--- config.mk ---
export PLATFORM = sky130hd
export DESIGN_NAME = datapath_controller
export DESIGN_NICKNAME = d
export VERILOG_FILES = /design/src/rtl/datapath_controller.sv
export SDC_FILE = /design/constraint.sdc
export NUM_CORES = 1
export LEC_CHECK = 0
export ABC_AREA = 0
export BUFFER_PORTS_ARGS = -buffer_cell sky130_fd_sc_hd__buf_2
export CAP_MARGIN = 20
export CELL_PAD_IN_SITES_DETAIL_PLACEMENT = 1
export CELL_PAD_IN_SITES_GLOBAL_PLACEMENT = 1
export CORE_UTILIZATION = 36
export CTS_CLUSTER_DIAMETER = 40
export CTS_CLUSTER_SIZE = 14
export DETAILED_ROUTE_END_ITERATION = 10
export GPL_ROUTABILITY_DRIVEN = 1
export PLACE_DENSITY = 0.87
export SLEW_MARGIN = 40
export SYNTH_ARGS = -nofsm -noshare
export SYNTH_HDL_FRONTEND = slang
export SYNTH_SLANG_ARGS = --single-unit
export TNS_END_PERCENT = 5
--- constraint.sdc ---
create_clock -name clk -period 2.65 [get_ports clk]
set_input_delay 0.53 -clock clk [delete_from_list [all_inputs] [get_ports clk]]
set_output_delay 0.53 -clock clk [all_outputs]
set_load 0.03 [all_outputs]
--- src/rtl/datapath_controller.sv ---
// Moore sequencer for the 8x16 register file and datapath.
// It runs one instruction, latched from {opcode, op}, for each start pulse.
module datapath_controller #(
    parameter bit ILLEGAL_TRAP = 1'b0
) (
    input  logic       clk,
    input  logic       reset_n,
    input  logic       s,
    input  logic [2:0] opcode,
    input  logic [1:0] op,
    output logic       w,
    output logic       err,
    output logic [2:0] nsel,
    output logic       write,
    output logic       loada,
    output logic       loadb,
    output logic       loadc,
    output logic       loads,
    output logic       asel,
    output logic       bsel,
    output logic [1:0] vsel
);

    typedef enum logic [2:0] {
        ST_WAIT,
        ST_DECODE,
        ST_GETA,
        ST_GETB,
        ST_ALU,
        ST_WREG,
        ST_WIMM,
        ST_HALT
    } state_t;

    state_t     state;
    state_t     state_next;
    logic [4:0] instr;

    logic is_mov_imm;
    logic is_mov_reg;
    logic is_mvn;
    logic is_cmp;
    logic is_alu_ab;

    assign is_mov_imm = (instr == 5'b110_10);
    assign is_mov_reg = (instr == 5'b110_00);
    assign is_mvn     = (instr == 5'b101_11);
    assign is_cmp     = (instr == 5'b101_01);
    assign is_alu_ab  = (instr == 5'b101_00) || is_cmp || (instr == 5'b101_10);

    always_ff @(posedge clk or negedge reset_n) begin
        if (!reset_n) begin
            state <= ST_WAIT;
        end else begin
            state <= state_next;
        end
    end

    // Instruction fields are captured only on the start sample, so later input changes cannot steer the sequence.
    always_ff @(posedge clk) begin
        if (state == ST_WAIT && s) begin
            instr <= {opcode, op};
        end
    end

    always_comb begin
        state_next = state;
        w          = 1'b0;
        err        = 1'b0;
        nsel       = 3'b000;
        write      = 1'b0;
        loada      = 1'b0;
        loadb      = 1'b0;
        loadc      = 1'b0;
        loads      = 1'b0;
        asel       = 1'b0;
        bsel       = 1'b0;
        vsel       = 2'b00;
        case (state)
            ST_WAIT: begin
                w = 1'b1;
                if (s) state_next = ST_DECODE;
            end
            ST_DECODE: begin
                if (is_mov_imm)                 state_next = ST_WIMM;
                else if (is_mov_reg || is_mvn)  state_next = ST_GETB;
                else if (is_alu_ab)             state_next = ST_GETA;
                else if (ILLEGAL_TRAP)          state_next = ST_HALT;
                else                            state_next = ST_WAIT;
            end
            ST_GETA: begin
                nsel       = 3'b001;
                loada      = 1'b1;
                state_next = ST_GETB;
            end
            ST_GETB: begin
                nsel       = 3'b100;
                loadb      = 1'b1;
                state_next = ST_ALU;
            end
            ST_ALU: begin
                // MOV Rd,Rm passes B through the ALU by zeroing the A operand.
                asel = is_mov_reg;
                if (is_cmp) begin
                    loads      = 1'b1;
                    state_next = ST_WAIT;
                end else begin
                    loadc      = 1'b1;
                    state_next = ST_WREG;
                end
            end
            ST_WREG: begin
                nsel       = 3'b010;
                vsel       = 2'b00;
                write      = 1'b1;
                state_next = ST_WAIT;
            end
            ST_WIMM: begin
                nsel       = 3'b001;
                vsel       = 2'b10;
                write      = 1'b1;
                state_next = ST_WAIT;
            end
            ST_HALT: begin
                err = 1'b1;
            end
            default: begin
                state_next = ST_WAIT;
            end
        endcase
    end

endmodule

Yosys cells after proc, flatten, opt, wreduce, memory -nomap -nowiden
Index checks and enable logic that the tools add are counted.

word-level totals
  flip-flop bits (word level) = 8
  input bits = 8

cells by class
  equal/unequal tests = 14
  mux-type cells = 18
  reduce and logical (&&, ||, !) cells = 9

operator list
  operator                                              number
  equality test 5 bit (second input constant)           6
  one-hot mux 3 bit (6 select lines)                    1
  equality test 3 bit (second input constant)           4
  2-to-1 mux 1 bit                                      10
  2-to-1 mux 3 bit                                      3
  one-hot mux 3 bit (3 select lines)                    1
  equality test 3 x 2 -> 1 bit (second input constant)  2
  2-to-1 mux 2 bit                                      3
  nonzero test 6 bit                                    1
  OR reduction 2 bit                                    2
  equality test 3 x 1 -> 1 bit (second input constant)  1
  zero test 3 bit                                       1
  logical OR 1 bit                                      3
  inequality test 2 bit (second input constant)         1
  AND reduction 2 bit                                   1
  logical AND 1 bit                                     1

Longest topological paths before layout
Gate-level depths: netlist (run 1).

  word-level depth = 7
  gate-level depth with buffers = 4
  depth with buffers taken out = 3

Worst setup path after synthesis (run 1)
OpenSTA, ideal clock, no wires.

  kind = reg2out
  start = register state[0]
  end = output port asel
  arrival time = 1711 ps
  slack = 409 ps
  cell stages (with the launch flop) = 4
  buffers on the path = 1
  path through = dfrtp_1 -> buf_4 -> nand2b_1 -> nor4_1

between the ends
  longest elaborated chain between the ends = 2

ends and longest elaborated chain
  item                      line  RTL
  start: declaration        35    state_t state;
  start signal: assignment  55    state <= state_next;
  equality test 3 bit       79    case (state)
  2-to-1 mux 1 bit          79
  end: declaration          19    output logic asel,

No other way between the ends.

Final worst setup path (run 1)
  start = register instr[2]
  end = output port asel

between the ends
  longest elaborated chain between the ends = 2

ends and longest elaborated chain
  item                      line  RTL
  start: declaration        37    logic [4:0] instr;
  start signal: assignment  62    instr <= {opcode, op};
  equality test 5 bit       46    assign is_mov_reg = (instr == 5'b110_00);
  2-to-1 mux 1 bit          79

No other way between the ends.

==> impl_results.md, run 1 <==
- FF-to-FF Start: state[1]
- Reg2reg setup slack: 1.19 ns
- Crit Path Category: reg2out
- Final Non-Filler Cells: 86
- Total grt overflow: 0
- Setup Buffers After CTS: 0
- Largest net degree at the start of global routing: 16
- Worst R2R End: instr[1]
- Placeable Area: 0.00135 mm²
- Cell-by-cell listing of the critical path: nor3b_1 > nand2_1 > nor4_1 > buf_2
- VDD IR max: 0.485 mV
- Mapped Area: 544 µm²
- Clock-pin slew of the registers on the worst-case setup and hold paths: 0.06 ns
- Mean number of vias per cell: 5.09
- RD Place Congestion: 0.757
- Slew Viols, Final: 0
- Post-layout util: 47.4%
- FP Rows: 13
- CTS Hold Bufs: 0
- Placed Area: 613 µm²
- Vias: 438
- Fin nets: 80
- Routed len/inst: 12.8 µm
- Worst Hold Class: in2async
- DP Worst Slack: 0.865 ns
- Slowest cell on crit path: edfxtp_1
- Final setup violating endpoints: 0
- Port bufs: 19
- Drt first-iter violations: 1
- Die area: 0.00167 mm²
- Fraction of layout cells with a size suffix above 1: 35.2%
- Crit path max fanout: 6
- Number of nets with antenna violations after routing: 0
- First-pass GRT wire length: 1510 µm
- Clk_skew: 0.00891 ns
- #FFs+latches synth: 8
- Number of fill cells in the layout: 170
- CTS H-tree lvls: 1
- DRT Pass-1 Iters: 3
- Cells after DPL: 82
- Commonest non-fill, non-tap cell in the layout: buf_2
- N_diodes: 0
- Initial Util: 40.3%
- Initial antenna violation count: 0
- Req. time, crit path: 2.12 ns
- Fin crit share: 78.1%
- Max stage delay on crit path: 0.46 ns
- Power Density: 1060 mW/mm²
- Max-cap viol count: 0
- Worst Setup Start Kind: register
- Vias in the first global route: 358
- Most frequent cells in the layout: 19 x buf_2, 5 x edfxtp_1, 4 x nor2b_1
- Endpoint type of the worst setup path: output pin
- TritonCTS clock tree: done
- Die X: 40.9 µm
- Synth warnings: 0
- Worst Slack Setup Final: 0.581 ns
- Num CTS Buffers: 3
- Multi-input gate area: 267 µm²
- Synth top area share: 27.6%
- Routed WL: 1110 µm
- Avg Inst Size Synth: 10.3 µm²
- Yosys cell types: 30
- Static leakage: 0.290 nW
- Remaining DRCs: 0
- Synth Flop Type: edfxtp_1
- Cells on worst reg2reg path: 2
- Setup TNS Final: 0 ns
- HPWL after detailed placement: 867 µm
- FF+latch area: 225 µm²
- Cells after Synth: 53
- Max frequency: 483 MHz
- RSZ-0062 raised after global routing: false
- Outcome: complete, no violations
- EDFF count, synth: 5
- Design area: 639 µm²
- Max clock buf depth: 2
- Clk root buf: clkbuf_4
- Num Clock Sinks: 8
- Min Tclk post-route: 2.07 ns
- GRT Total Usage: 14.5%
- Layout area overhead: 17.5%
- Clock latency at the later pin of the worst-skew pair: 0.26 ns
- Seq/Total Area, Yosys: 41.4%
- Ranking of synthesized cells by area: edfxtp_1 28%, dfrtp_1 14%, buf_4 6.9%
- Leading area contributor after synthesis: edfxtp_1
- Synth async-reset ratio: 37.5%
- Height of the die: 40.9 µm
- Post_cts resized: 0
- Fin. Hold Viols: 0
- Worst Path Arrival: 1.54 ns
- Num ports: 22
-- critical path, delay by kind of cell (launching register included) --
kind                   cells  cell delay, ns
buffers and inverters      1            0.24
flip-flops                 1            0.46
AND/OR/NAND/NOR            3            0.59
-- kinds of logic after synthesis --
family | share of synthesized area (%)
AOI/OAI and AO/OA | 10.1
and+or+nand+nor | 37.5
DFF | 41.4
buffers and inverters | 10.3
other | 0.689
-- metal layers --
metal	global-route usage (%)	wire, µm	part of all wire [%]
met3	1.63	52	4.7
met2	23.0	505	46
met5	0	0	0
met1	18.0	532	48
met4	10.0	14	1.3
-- area by class of cell --
class                           instances  share of cell area (%)
Sequential cell                         8                    35.2
Clock buffer                            4                    4.11
Timing Repair Buffer                   19                    14.9
Inverter                                2                    1.17
Multi-Input combinational cell         38                    41.7
Tap cell                               15                    2.94
-- worst max-delay path by stage --
| stage | to | slack (ns) | cells after the start | startpoint |
|---|---|---|---|---|
| after CTS | asel | 0.57 | 4 | instr[2] |
| after detailed placement | asel | 0.87 | 4 | instr[2] |
| after global placement | asel | 0.90 | 4 | instr[0] |
| final | asel | 0.58 | 4 | instr[2] |
| after floorplan | asel | 0.41 | 3 | state[0] |
| after global routing | asel | 0.39 | 4 | instr[2] |
-- flip-flops by register name, summed over array words and instances (netlist names) --
register	flops
instr	5
state	3
-- synth_stat cells (2+ instances only) --
cell      instances
nand3b_1          2
nand2_1           3
nand2b_1          2
a21oi_1           2
inv_1             2
buf_4             5
nor2b_1           4
nor2_1            2
and2_1            2
nor4_1            2
nor3_1            2
edfxtp_1          5
dfrtp_1           3
-- where the power goes --
part	switching (mW)	internal [mW]
combinational	0.185	0.127
sequential	0.0886	0.180
clock	0.0425	0.0577
-- metrics by stage --
step                      hold slack [ns]  total power [mW]
after global routing               0.0550             0.726
after CTS                          0.0579             0.688
final                              0.0667             0.681
after floorplan                     0.234             0.531
after detailed placement            0.330             0.584
after global placement              0.327             0.571
No activity file was read; power rests on OpenSTA's default activity.
==> inputs of run 2 (changes only) <==
- CORE_UTILIZATION: 36 -> 30
- PLACE_DENSITY: 0.87 -> 0.78
- clock period: 2.65 -> 1.85 ns (I/O delays scaled with it)
==> run 2 against run 1 <==
Sequential share of layout area down 2.4 points. Global-route usage fell by 1.6 points. First-iteration DRC count increased to 3.0 times the previous value. Register-to-register slack got worse by 0.76 ns. Combinational power grew 57%. Count of clock-buffer cells in the layout unchanged. Utilization is 6.8 points lower. Final cell count rose by 15%. Largest power group unchanged.
==> impl_results.md, run 2 (same netlist as run 1, synthesis figures left out) <==
- Total grt overflow: 0 (unchanged)
- Slew Viols, Final: 0 (unchanged)
- Vias in the first global route: 461 (+29%)
- Fin nets: 83 (+3.8%)
- Num ports: 22 (unchanged)
- N_diodes: 0 (unchanged)
- GRT Total Usage: 12.9% (-1.6 points)
- Die area: 0.00199 mm² (+19%)
- Max reg flops: 5 (unchanged)
- Remaining DRCs: 0 (unchanged)
- RSZ-0062 raised after global routing: true
- Drt first-iter violations: 3 (+2)
- TritonCTS clock tree: done
- Largest register by flop count: instr
- VDD IR max: 0.773 mV (+59%)
- Power Density: 1450 mW/mm² (+36%)
- Placeable Area: 0.00171 mm² (+27%)
- Worst Setup Start Kind: register
- Worst Hold Class: in2reg
- Worst Path Arrival: 1.43 ns (-0.11 ns)
- Die X: 44.6 µm (+9.1%)
- Max frequency: 554 MHz
- First-pass GRT wire length: 1870 µm (+24%)
- Outcome: complete, no violations
- Crit path max fanout: 6 (unchanged)
- Fin crit share: 97.5%
- DRT Pass-1 Iters: 2 (-1)
- Crit Path Category: reg2out
- Clk_skew: 0.0104 ns (+0.00150 ns)
- Design area: 693 µm² (+8.4%)
- Initial Util: 31.9% (-8.4 points)
- HPWL after detailed placement: 853 µm (-1.6%)
- Final setup violating endpoints: 0 (unchanged)
- Endpoint type of the worst setup path: output pin
- Num CTS Buffers: 3 (unchanged)
- Req. time, crit path: 1.48 ns (-0.64 ns)
- Height of the die: 44.6 µm (+9.1%)
- FP Rows: 15 (+2)
- Clock latency at the later pin of the worst-skew pair: 0.25 ns (about the same)
- Commonest non-fill, non-tap cell in the layout: buf_2
- Fin. Hold Viols: 0 (unchanged)
- Hold slack: 0.288 ns (+0.221 ns)
- Vias: 465 (+6.2%)
- Min Tclk post-route: 1.80 ns
- Static leakage: 0.303 nW (+4.6%)
- Fraction of layout cells with a size suffix above 1: 41.9% (+6.7 points)
- Max clock buf depth: 2 (unchanged)
- Routed len/inst: 11.3 µm (-12%)
- Setup TNS Final: 0 ns (unchanged)
- Num Clock Sinks: 8 (unchanged)
- Top Registers: instr x5, state x3
- RD Place Congestion: 0.704 (-7.0%)
- Layout area overhead: 27.4%
- Clock-pin slew of the registers on the worst-case setup and hold paths: 0.06 ns (about the same)
- Initial antenna violation count: 0 (unchanged)
- CTS H-tree lvls: 1 (unchanged)
- Clk root buf: clkbuf_4
- Most frequent cells in the layout: 18 x buf_2, 5 x edfxtp_1, 4 x nor2b_1
- Placed Area: 639 µm² (+4.3%)
- Routed WL: 1120 µm (+1.4%)
- Number of nets with antenna violations after routing: 0 (unchanged)
- Max-cap viol count: 0 (unchanged)
- Largest net degree at the start of global routing: 16 (unchanged)
- Port bufs: 19 (unchanged)
- Number of fill cells in the layout: 220 (+29%)
- Mean number of vias per cell: 4.70 (-7.8%)
-- run 2: per-stage QoR --
step / power, mW / worst slack (ns) / instances / util [%]
global route: 1.08 / -0.0617 / 99 / 40.6
finish: 1.01 / 0.0455 / 99 / 40.6
global placement: 0.845 / 0.265 / 93 / 37.4
detailed placement: 0.855 / 0.233 / 93 / 37.4
floorplan: 0.764 / -0.187 / 54 / -
CTS: 1.01 / 0.0217 / 98 / 39.9
-- run 2: path summary, 6_finish.rpt --
check / start / endpoint / slack, ns / depth (start not counted)
max reg2reg: state[2] / instr[4] / 0.43 / 2
min in group asynchronous: reset_n / state[0] / 0.43 / 2
min: opcode[0] / instr[2] / 0.29 / 1
min reg2reg: state[0] / state[2] / 0.67 / 2
max: instr[3] / loads / 0.05 / 3
max in group asynchronous: reset_n / state[1] / 1.29 / 2
-- run 2: layout make-up --
cell class	instances	area [µm²]	area share [%]
inverters	2	7.51	1.08
well taps	25	31.3	4.51
clock buffers	4	26.3	3.79
multi-input cells	38	278	40.1
flip-flops and latches	8	228	32.9
repair buffers	22	123	17.7
-- run 2: where the power goes --
group	internal [mW]	total (mW)	leakage (nW)	switching, mW
clock network	0.0824	0.140	0.0150	0.0574
registers	0.262	0.374	0.0825	0.112
logic	0.203	0.491	0.205	0.289
-- run 2: worst max-delay path, stage by stage, from the launching register on --
cell and delay (ns):
edfxtp_1 0.43, nand3b_1 0.22, nor4_1 0.31, buf_4 0.22
-- run 2: repair_timing --
item,in CTS,in global routing
pin swaps,0,1
hold buffers,1,0
gates resized for setup,1,3
hold endpoints to repair,3,0
buffers inserted,0,1
endpoints found under the setup margin,1,4
-- run 2: per-layer routing --
| layer | vias up | global-route usage, % | share of wire, % |
|---|---|---|---|
| li1 | 230 | - | - |
| met1 | 219 | 15.4 | 46 |
| met2 | 16 | 22.4 | 50 |
| met3 | 0 | 2.45 | 4.3 |
| met4 | 0 | 5.45 | 0 |
| met5 | - | 0 | 0 |
==> inputs of run 3 (changes only) <==
- ABC_AREA: 0 -> 1
- CORE_UTILIZATION: 30 -> 27
==> run 3 against run 2 <==
Clock skew decreased by 0.0037 ns. Worst hold slack better by 0.0035 ns. Register-to-register slack about the same. Via count fell by 2.8%. Utilization shrank 1.3 points. Final cell count increased by 11%. Synthesized area decreased by 11%. Total power decreased by 1.5%. Non-clock buffer count fell by 2. Clock power is essentially flat. Critical path depth rose by 2.
==> impl_results.md, run 3 <==
- Max-cap viol count: 0 (unchanged)
- RSZ-0062 raised after global routing: false
- Top Registers: instr x5, state x3
- Outcome: complete, no violations
- Routed WL: 1020 µm (-8.7%)
- Avg Inst Size Synth: 7.43 µm² (-28%)
- Layout area overhead: 29.8%
- Max frequency: 582 MHz (+4.9%)
- Dominant combinational cell family by area after synthesis: simple AND/OR/NAND/NOR gates
- Worst Hold Class: in2reg
- EDFF count, synth: 5 (unchanged)
- Commonest non-fill, non-tap cell in the layout: buf_2
- Hold slack: 0.291 ns (+0.00346 ns)
- Final Non-Filler Cells: 110 (+11%)
- Leading area contributor after synthesis: edfxtp_1
- FF-to-FF Start: state[2]
- Remaining DRCs: 0 (unchanged)
- Ranking of synthesized cells by area: edfxtp_1 31%, dfrtp_1 16%, nor2_1 12%
- Endpoint type of the worst setup path: output pin
- Req. time, crit path: 1.48 ns (about the same)
- Static leakage: 0.354 nW (+17%)
- Clock latency at the later pin of the worst-skew pair: 0.25 ns (about the same)
- Max reg flops: 5 (unchanged)
- CTS H-tree lvls: 1 (unchanged)
- Height of the die: 44.3 µm (-0.67%)
- Delay-heaviest family, CP: flip-flops
- Mean number of vias per cell: 4.11 (-13%)
- Max stage delay on crit path: 0.41 ns (-0.02 ns)
- Final setup violating endpoints: 0 (unchanged)
- Fin crit share: 92.9% (-4.6 points)
- Fin nets: 95 (+14%)
- VDD IR max: 0.744 mV (-3.9%)
- Largest net degree at the start of global routing: 9 (-7)
- Synth Flop Type: edfxtp_1
- Total grt overflow: 0 (unchanged)
- Crit Path Category: reg2out
- Clk root buf: clkbuf_4
- Min Tclk post-route: 1.72 ns (-0.0849 ns)
- Vias: 452 (-2.8%)
- Post-layout util: 39.3% (-1.3 points)
- Vias in the first global route: 440 (-4.6%)
- Post-Synth XOR/XNOR Area: 0% (unchanged)
- Max clock buf depth: 2 (unchanged)
- Worst Slack Setup Final: 0.130 ns (+0.0849 ns)
- Initial Util: 30.3% (-1.6 points)
- Fin. Hold Viols: 0 (unchanged)
- Initial antenna violation count: 0 (unchanged)
- Most frequent cells in the layout: 18 x buf_2, 15 x nor2_1, 12 x inv_1
- Num CTS Buffers: 3 (unchanged)
- Placeable Area: 0.00159 mm² (-6.7%)
- Cells after Synth: 65 (+23%)
- Placed Area: 588 µm² (-8.0%)
- DP Worst Slack: 0.383 ns (+0.150 ns)
- Hold path start: op[0]
- First-pass GRT wire length: 1780 µm (-4.8%)
- Setup Buffers After CTS: 0 (unchanged)
- Port bufs: 19 (unchanged)
- N_diodes: 0 (unchanged)
- #FFs+latches synth: 8 (unchanged)
- Worst Path Arrival: 1.35 ns (-0.08 ns)
- Yosys cell types: 15 (-50%)
- Final Power: 0.991 mW (-1.5%)
- Number of nets with antenna violations after routing: 0 (unchanged)
- Worst Path Buf+Inv: 3 (+2)
- Fraction of layout cells with a size suffix above 1: 30.2% (-12 points)
- Most used cell along the critical path: inv_1
- Synth warnings: 0 (unchanged)
- Die X: 44.3 µm (-0.67%)
- Mux cell area share after synthesis: 0% (unchanged)
- Seq/Total Area, Yosys: 46.6% (+5.3 points)
- Slowest cell on crit path: dfrtp_1
- Leading cell type by number of instances after synthesis: nor2_1
- Adder-Cell Fraction of Synth Area: 0% (unchanged)
- Num ports: 22 (unchanged)
- FP Rows: 14 (-1)
- Drt first-iter violations: 1 (-2)
- Synth async-reset ratio: 37.5% (unchanged)
- GRT Total Usage: 12.5% (-0.36 points)
- Cells after DPL: 105 (+13%)
- Clock-pin slew of the registers on the worst-case setup and hold paths: 0.06 ns (about the same)
- Synth cell count leaders: 15 x nor2_1, 12 x inv_1, 10 x nand2_1
- Cell-by-cell listing of the critical path: inv_1 > nor3_2 > inv_1 > nor3_1 > buf_4
- Slew Viols, Final: 0 (unchanged)
- Simple-gate share of the synthesized area: 33.7% (-3.8 points)
- Setup TNS Final: 0 ns (unchanged)
- Mapped Area: 483 µm² (-11%)
- Die area: 0.00196 mm² (-1.3%)
- Synth Area in Compound Gates: 3.11% (-7.0 points)
- Worst Setup Start Kind: register
- HPWL after detailed placement: 886 µm (+3.8%)
- Num Clock Sinks: 8 (unchanged)
- Crit path max fanout: 6 (unchanged)
- DRT Pass-1 Iters: 2 (unchanged)
- RD Place Congestion: 0.663 (-5.9%)
- Synth top area share: 31.1% (+3.5 points)
- Power Density: 1580 mW/mm² (+9.0%)
- Source of the critical timing path: state[2]
- Routed len/inst: 9.30 µm (-18%)
- TritonCTS clock tree: done
- Largest register by flop count: instr
- Clk_skew: 0.00675 ns (-0.00366 ns)
- Design area: 627 µm² (-9.6%)
-- run 3: final cells by class --
cell class	instances	area, µm²
Multi-Input combinational cell	41	189
Sequential cell	8	225
Fill cell	211	967
Timing Repair Buffer	20	108
Inverter	13	48.8
Clock buffer	4	26.3
Tap cell	24	30.0
-- run 3: logic make-up (layout without fill, tap and decap cells) --
logic type	count (synthesis)	in the layout
flip-flops	8	8
AND/OR/NAND/NOR	36	36
buffers and inverters	17	37
AO/OA/AOI/OAI	3	3
other	1	2
-- run 3: path summary, 6_finish.rpt --
| kind | to | slack, ns | depth (start not counted) |
|---|---|---|---|
| setup / recovery | asel | 0.13 | 5 |
| hold / removal | instr[0] | 0.29 | 1 |
| setup reg to reg | instr[1] | 0.44 | 3 |
| hold reg to reg | state[2] | 0.66 | 2 |
| max in group asynchronous | state[1] | 1.30 | 2 |
| min in group asynchronous | state[0] | 0.45 | 2 |
-- run 3: report_power, final --
group | internal [mW] | total (mW) | switching, mW
Sequential | 0.261 | 0.340 | 0.0787
Combinational | 0.142 | 0.510 | 0.368
Clock | 0.0824 | 0.140 | 0.0575
Total | 0.486 | 0.991 | 0.504
-- run 3: layer usage --
metal | GRT usage [%] | vias up | part of all wire, %
met5 | 0 | - | 0
met3 | 2.86 | 2 | 6.0
met4 | 5.45 | 0 | 0.88
met1 | 16.1 | 195 | 48
met2 | 20.0 | 17 | 45
li1 | - | 238 | -
-- run 3: timing repair --
action | in CTS | in global routing
endpoints found under the setup margin | 0 | 1
endpoints found under the hold margin | 3 | 0
resized for setup | 0 | 1
hold buffers | 1 | 0
